$ cat src/rtl/mem_wb_pipe.sv
// MEM->WB pipeline register: NUM_CH write channels, 2-entry skid buffer, flush and same-destination masking.
// Optional back-pressure stall counter on stall_cnt, enabled by defining MEM_WB_STALL_CNT_EN.
module mem_wb_pipe #(
  parameter int DATA_W = 32,
  parameter int ADDR_W = 5,
  parameter int NUM_CH = 2,
  parameter int CNT_W  = 32
) (
  input  logic                     clk,
  input  logic                     rst,
  input  logic                     flush,
  input  logic                     mem_valid,
  output logic                     mem_ready,
  input  logic [NUM_CH*ADDR_W-1:0] mem_wd,
  input  logic [NUM_CH*DATA_W-1:0] mem_wdata,
  input  logic [NUM_CH-1:0]        mem_wreg,
  output logic                     wb_valid,
  input  logic                     wb_ready,
  output logic [NUM_CH*ADDR_W-1:0] wb_wd,
  output logic [NUM_CH*DATA_W-1:0] wb_wdata,
  output logic [NUM_CH-1:0]        wb_wreg
`ifdef MEM_WB_STALL_CNT_EN
  ,
  output logic [CNT_W-1:0]         stall_cnt
`endif
);

  if (NUM_CH < 1 || NUM_CH > 4 || CNT_W < 1) begin : gParamCheck
    $error("mem_wb_pipe: NUM_CH must be 1..4 and CNT_W at least 1");
  end

  logic                     mainValid_q, mainValid_d;
  logic [NUM_CH*ADDR_W-1:0] mainWd_q, mainWd_d;
  logic [NUM_CH*DATA_W-1:0] mainWdata_q, mainWdata_d;
  logic [NUM_CH-1:0]        mainWreg_q, mainWreg_d;

  logic                     skidValid_q, skidValid_d;
  logic [NUM_CH*ADDR_W-1:0] skidWd_q, skidWd_d;
  logic [NUM_CH*DATA_W-1:0] skidWdata_q, skidWdata_d;
  logic [NUM_CH-1:0]        skidWreg_q, skidWreg_d;

  logic              accept;
  logic              consume;
  logic [NUM_CH-1:0] memWregMasked;

  assign mem_ready = !skidValid_q;
  assign accept    = mem_valid && mem_ready && !flush;
  assign consume   = mainValid_q && wb_ready;

  // An older channel loses its write enable when a younger channel writes the same register.
  always_comb begin
    memWregMasked = mem_wreg;
    for (int i = 0; i < NUM_CH; i++) begin
      for (int j = i + 1; j < NUM_CH; j++) begin
        if (mem_wreg[i] && mem_wreg[j] &&
            (mem_wd[i*ADDR_W +: ADDR_W] == mem_wd[j*ADDR_W +: ADDR_W])) begin
          memWregMasked[i] = 1'b0;
        end
      end
    end
  end

  always_comb begin
    mainValid_d = mainValid_q;
    mainWd_d    = mainWd_q;
    mainWdata_d = mainWdata_q;
    mainWreg_d  = mainWreg_q;
    skidValid_d = skidValid_q;
    skidWd_d    = skidWd_q;
    skidWdata_d = skidWdata_q;
    skidWreg_d  = skidWreg_q;

    if (flush) begin
      mainValid_d = 1'b0;
      mainWreg_d  = '0;
      skidValid_d = 1'b0;
      skidWreg_d  = '0;
    end else if (!mainValid_q || consume) begin
      if (skidValid_q) begin
        mainValid_d = 1'b1;
        mainWd_d    = skidWd_q;
        mainWdata_d = skidWdata_q;
        mainWreg_d  = skidWreg_q;
        if (accept) begin
          skidWd_d    = mem_wd;
          skidWdata_d = mem_wdata;
          skidWreg_d  = memWregMasked;
        end else begin
          skidValid_d = 1'b0;
          skidWreg_d  = '0;
        end
      end else if (accept) begin
        mainValid_d = 1'b1;
        mainWd_d    = mem_wd;
        mainWdata_d = mem_wdata;
        mainWreg_d  = memWregMasked;
      end else begin
        mainValid_d = 1'b0;
        mainWreg_d  = '0;
      end
    end else if (accept) begin
      skidValid_d = 1'b1;
      skidWd_d    = mem_wd;
      skidWdata_d = mem_wdata;
      skidWreg_d  = memWregMasked;
    end
  end

  always_ff @(posedge clk or negedge rst) begin
    if (!rst) begin
      mainValid_q <= 1'b0;
      mainWd_q    <= '0;
      mainWdata_q <= '0;
      mainWreg_q  <= '0;
      skidValid_q <= 1'b0;
      skidWd_q    <= '0;
      skidWdata_q <= '0;
      skidWreg_q  <= '0;
    end else begin
      mainValid_q <= mainValid_d;
      mainWd_q    <= mainWd_d;
      mainWdata_q <= mainWdata_d;
      mainWreg_q  <= mainWreg_d;
      skidValid_q <= skidValid_d;
      skidWd_q    <= skidWd_d;
      skidWdata_q <= skidWdata_d;
      skidWreg_q  <= skidWreg_d;
    end
  end

  assign wb_valid = mainValid_q;
  assign wb_wd    = mainWd_q;
  assign wb_wdata = mainWdata_q;
  assign wb_wreg  = mainWreg_q & {NUM_CH{mainValid_q}};

`ifdef MEM_WB_STALL_CNT_EN
  logic [CNT_W-1:0] stallCnt_q;

  // Saturating count of cycles where MEM offers an entry but the skid slot is occupied; flush leaves it alone.
  always_ff @(posedge clk or negedge rst) begin
    if (!rst) begin
      stallCnt_q <= '0;
    end else if (mem_valid && !mem_ready && (stallCnt_q != {CNT_W{1'b1}})) begin
      stallCnt_q <= stallCnt_q + CNT_W'(1);
    end
  end

  assign stall_cnt = stallCnt_q;
`endif

endmodule

$ cat config.mk
export PLATFORM = sky130hd
export DESIGN_NAME = mem_wb_pipe
export DESIGN_NICKNAME = d
export VERILOG_FILES = /design/src/rtl/mem_wb_pipe.sv
export SDC_FILE = /design/constraint.sdc
export NUM_CORES = 1
export LEC_CHECK = 0
export CAP_MARGIN = 10
export CELL_PAD_IN_SITES_DETAIL_PLACEMENT = 1
export CELL_PAD_IN_SITES_GLOBAL_PLACEMENT = 2
export CORE_MARGIN = 1.5
export CORE_UTILIZATION = 33
export CTS_BUF_LIST = sky130_fd_sc_hd__clkbuf_4
export CTS_CLUSTER_SIZE = 8
export DETAILED_ROUTE_END_ITERATION = 7
export HOLD_SLACK_MARGIN = 0.05
export PLACE_DENSITY_LB_ADDON = 0.15
export SLEW_MARGIN = 20
export SYNTH_ARGS = -nofsm -noshare
export SYNTH_HDL_FRONTEND = slang
export SYNTH_SLANG_ARGS = --single-unit
$ cat constraint.sdc
create_clock -name clk -period 1.56 [get_ports clk]
set_clock_uncertainty 0.2 [all_clocks]
set_input_delay 0.312 -clock clk [delete_from_list [all_inputs] [get_ports clk]]
set_output_delay 0.312 -clock clk [all_outputs]
set_load 0.01 [all_outputs]
==> results.cfg <==
[timing]
fin_hold_ws_ps = 193
period_share_pct = 123
slew_headroom_pct = 73.2
slew_viol_final = 0
hold_viol = 0
fmax_mhz = 521
period_needed_ps = 1920
setup_violations = 230
fin_ws_ps = -360
worst_pin_slew_ps = 402
rsz0062_at_grt = yes

[logic_synthesis]
syn_area_um2 = 7060
synth_area_leaders = dfrtp_1 (55%), mux2_2 (26%), mux2_4 (13%)
ys.flop_type = dfrtp_1
synth_nets = 524
synth-edff-count = 0
syn_inst = 443
syn_avg_cell_area_um2 = 15.9
async_flop_share_pct = 100
yosys.cell_types.count = 32
ys_seq_elements = 154
post-synth-top-count-cell = mux2_2
synth_common_cells = mux2_2 (160), dfrtp_1 (154), mux2_4 (60)
yosysSeqAreaShare_pct = 54.6
netlist.top_cell.by_area = dfrtp_1
yosysWarnings = 0
synth_top_area_share_pct = 54.6

[power_and_ir_drop]
power_density_nw_per_um2 = 1070
p_total_uw = 11100
p_leak_uw = 0.00488
ir_worst_vdd_v = 0.000504

[worst_setup_path]
critPathSlowestCell = dfrtp_2
crit_chain = buf_6 -> nor2b_4 -> buf_4 -> nand3_4 -> buf_12 -> mux2_2
worstPathArrival_ps = 2160
path_max_fanout = 37
cp-start-kind = register
cp.required_ps = 1800
path_class = register to register
end_kind = register
crit_path_max_incr_delay_ps = 440

[detailed_routing]
first_pass_iters = 4
drc_errors = 0
detail_route.wl_per_cell_um = 19.5
vias_per_cell = 4.65
vias = 4571
ant_nets = 0
routed_wirelength_mm = 19.2
drt-initial-drc-count = 102

[placement]
portBuffers = 158
dpl.hpwl_mm = 11.7
gp_congestion = 0.746

[global_route]
grt-ovfl-total = 0
grt_pass1_wl_mm = 28.8
antenna_found_initial = 1
grt_pass1_vias = 5072
grt.total_usage_pct = 17.0
grt_max_degree = 38

[clock_tree]
cts_tree = built
cts_root_buffer = clkbuf_4
cts_sinks = 154
cts_buffer_depth = 2
numCtsBuffers = 17
ctsHtreeMaxLevel = 4
clock_latency_ps = 560
path_clk_slew_ps = 140

[cells_and_area]
fillers = 2107
drive_gt1_share_pct = 62.9
multi_input_area_um2 = 3310
area_growth_syn_to_layout_pct = 47.6
nets = 777
register_area_um2 = 3860

[floorplanning]
ios = 159
core_area_um2 = 21000
fp.dieH_um = 149
die_x_um = 149
row_count = 53
dieArea_um2 = 22300
initial_core_util_pct = 33.6

[outcome]
violations = setup timing
status = finished with violations

[worst_hold_path]
holdCritPathClass = input pin to register

[run]
maxCapViolations = 0
-- power breakdown --
group	switching (uW)	internal, uW
clock network	1470	1110
registers	492	4850
logic	1050	2180
total	3010	8130
-- worst paths after layout --
path	start	to	slack, ps	cells after the start
max	wb_valid	skidWdata_q[63]	-360	6
min	mem_wdata[46]	skidWdata_q[46]	190	2
max reg2reg	wb_valid	skidWdata_q[63]	-360	6
min reg2reg	skidWdata_q[22]	skidWdata_q[22]	320	1
max in group asynchronous	rst	wb_wdata[20]	60	4
min in group asynchronous	rst	skidWdata_q[36]	560	3
-- state kept, by name, summed over array words and instances (netlist names) --
name	count
skidWdata_q	64
wb_wdata	64
skidWd_q	10
wb_wd	10
mainWreg_q	2
skidWreg_q	2
skidValid_q	1
wb_valid	1
-- worst max-delay path, delay by kind of cell (launching register included) --
kind / cells / cell delay, ps
buffers and inverters: 3 / 560
flip-flops: 1 / 440
multiplexers: 1 / 370
AND/OR/NAND/NOR: 2 / 220
-- cell type report --
type / instances / share of cell area (%)
tap: 275 / 3.30
antenna: 2 / 0.0480
sequential: 154 / 37.0
inverter: 3 / 0.108
timing repair buffer: 261 / 25.0
multi-input combinational: 259 / 31.8
clock buffer: 18 / 1.30
clock inverter: 12 / 1.46
-- metrics by stage --
stage / worst slack, ps / utilization [%] / cells / cell area (um^2) / setup TNS, ps
after floorplan: -169 / - / 443 / 7110 / -14210
after global placement: -582 / 44.0 / 887 / 9240 / -83410
after detailed placement: -647 / 44.0 / 887 / 9240 / -88850
after CTS: -366 / 46.9 / 948 / 9870 / -56000
after global routing: -432 / 49.6 / 984 / 10400 / -68100
final: -360 / 49.6 / 984 / 10400 / -50650
-- repair_timing --
item / CTS / global route
endpoints found under the setup margin: 230 / 230
gates resized for setup: 403 / 53
setup buffers: 24 / 29
hold endpoints to repair: 154 / 0
pin swaps: 5 / 4
gates cloned: 5 / 7
hold buffers: 2 / 0
-- placed cells by master, fill, tap and decap left out, drive strengths merged, types with 2 or more instances in the layout --
cell type and count:
a21oi 2, a22o 2, and2 2, buf 173, bufinv 3, clkbuf 24
clkdlybuf4s50 79, clkinv 5, clkinvlp 4, dfrtp 154, diode 2, dlygate4sd3 2
inv 3, mux2 222, nand2 3, nand3b 2, nand4 2, nor2 4
nor3 2, xnor2 5
-- cell families after synthesis --
| kind of cell | count (synthesis) | synth area share [%] |
|---|---|---|
| buf+inv | 30 | 3.16 |
| simple gates | 21 | 1.83 |
| compound gates | 11 | 1.19 |
| xor+xnor | 5 | 0.620 |
| mux | 222 | 38.6 |
| flops | 154 | 54.6 |
-- routing by layer --
layer  track usage [%]  wire (um)  vias to the layer above
li1                  -          -                     2096
met1              21.2       8300                     2371
met2              28.9       9850                       92
met3              4.56        845                       12
met4              4.75        181                        0
met5                 0          0                        -
(Power assumes the default switching activity.)
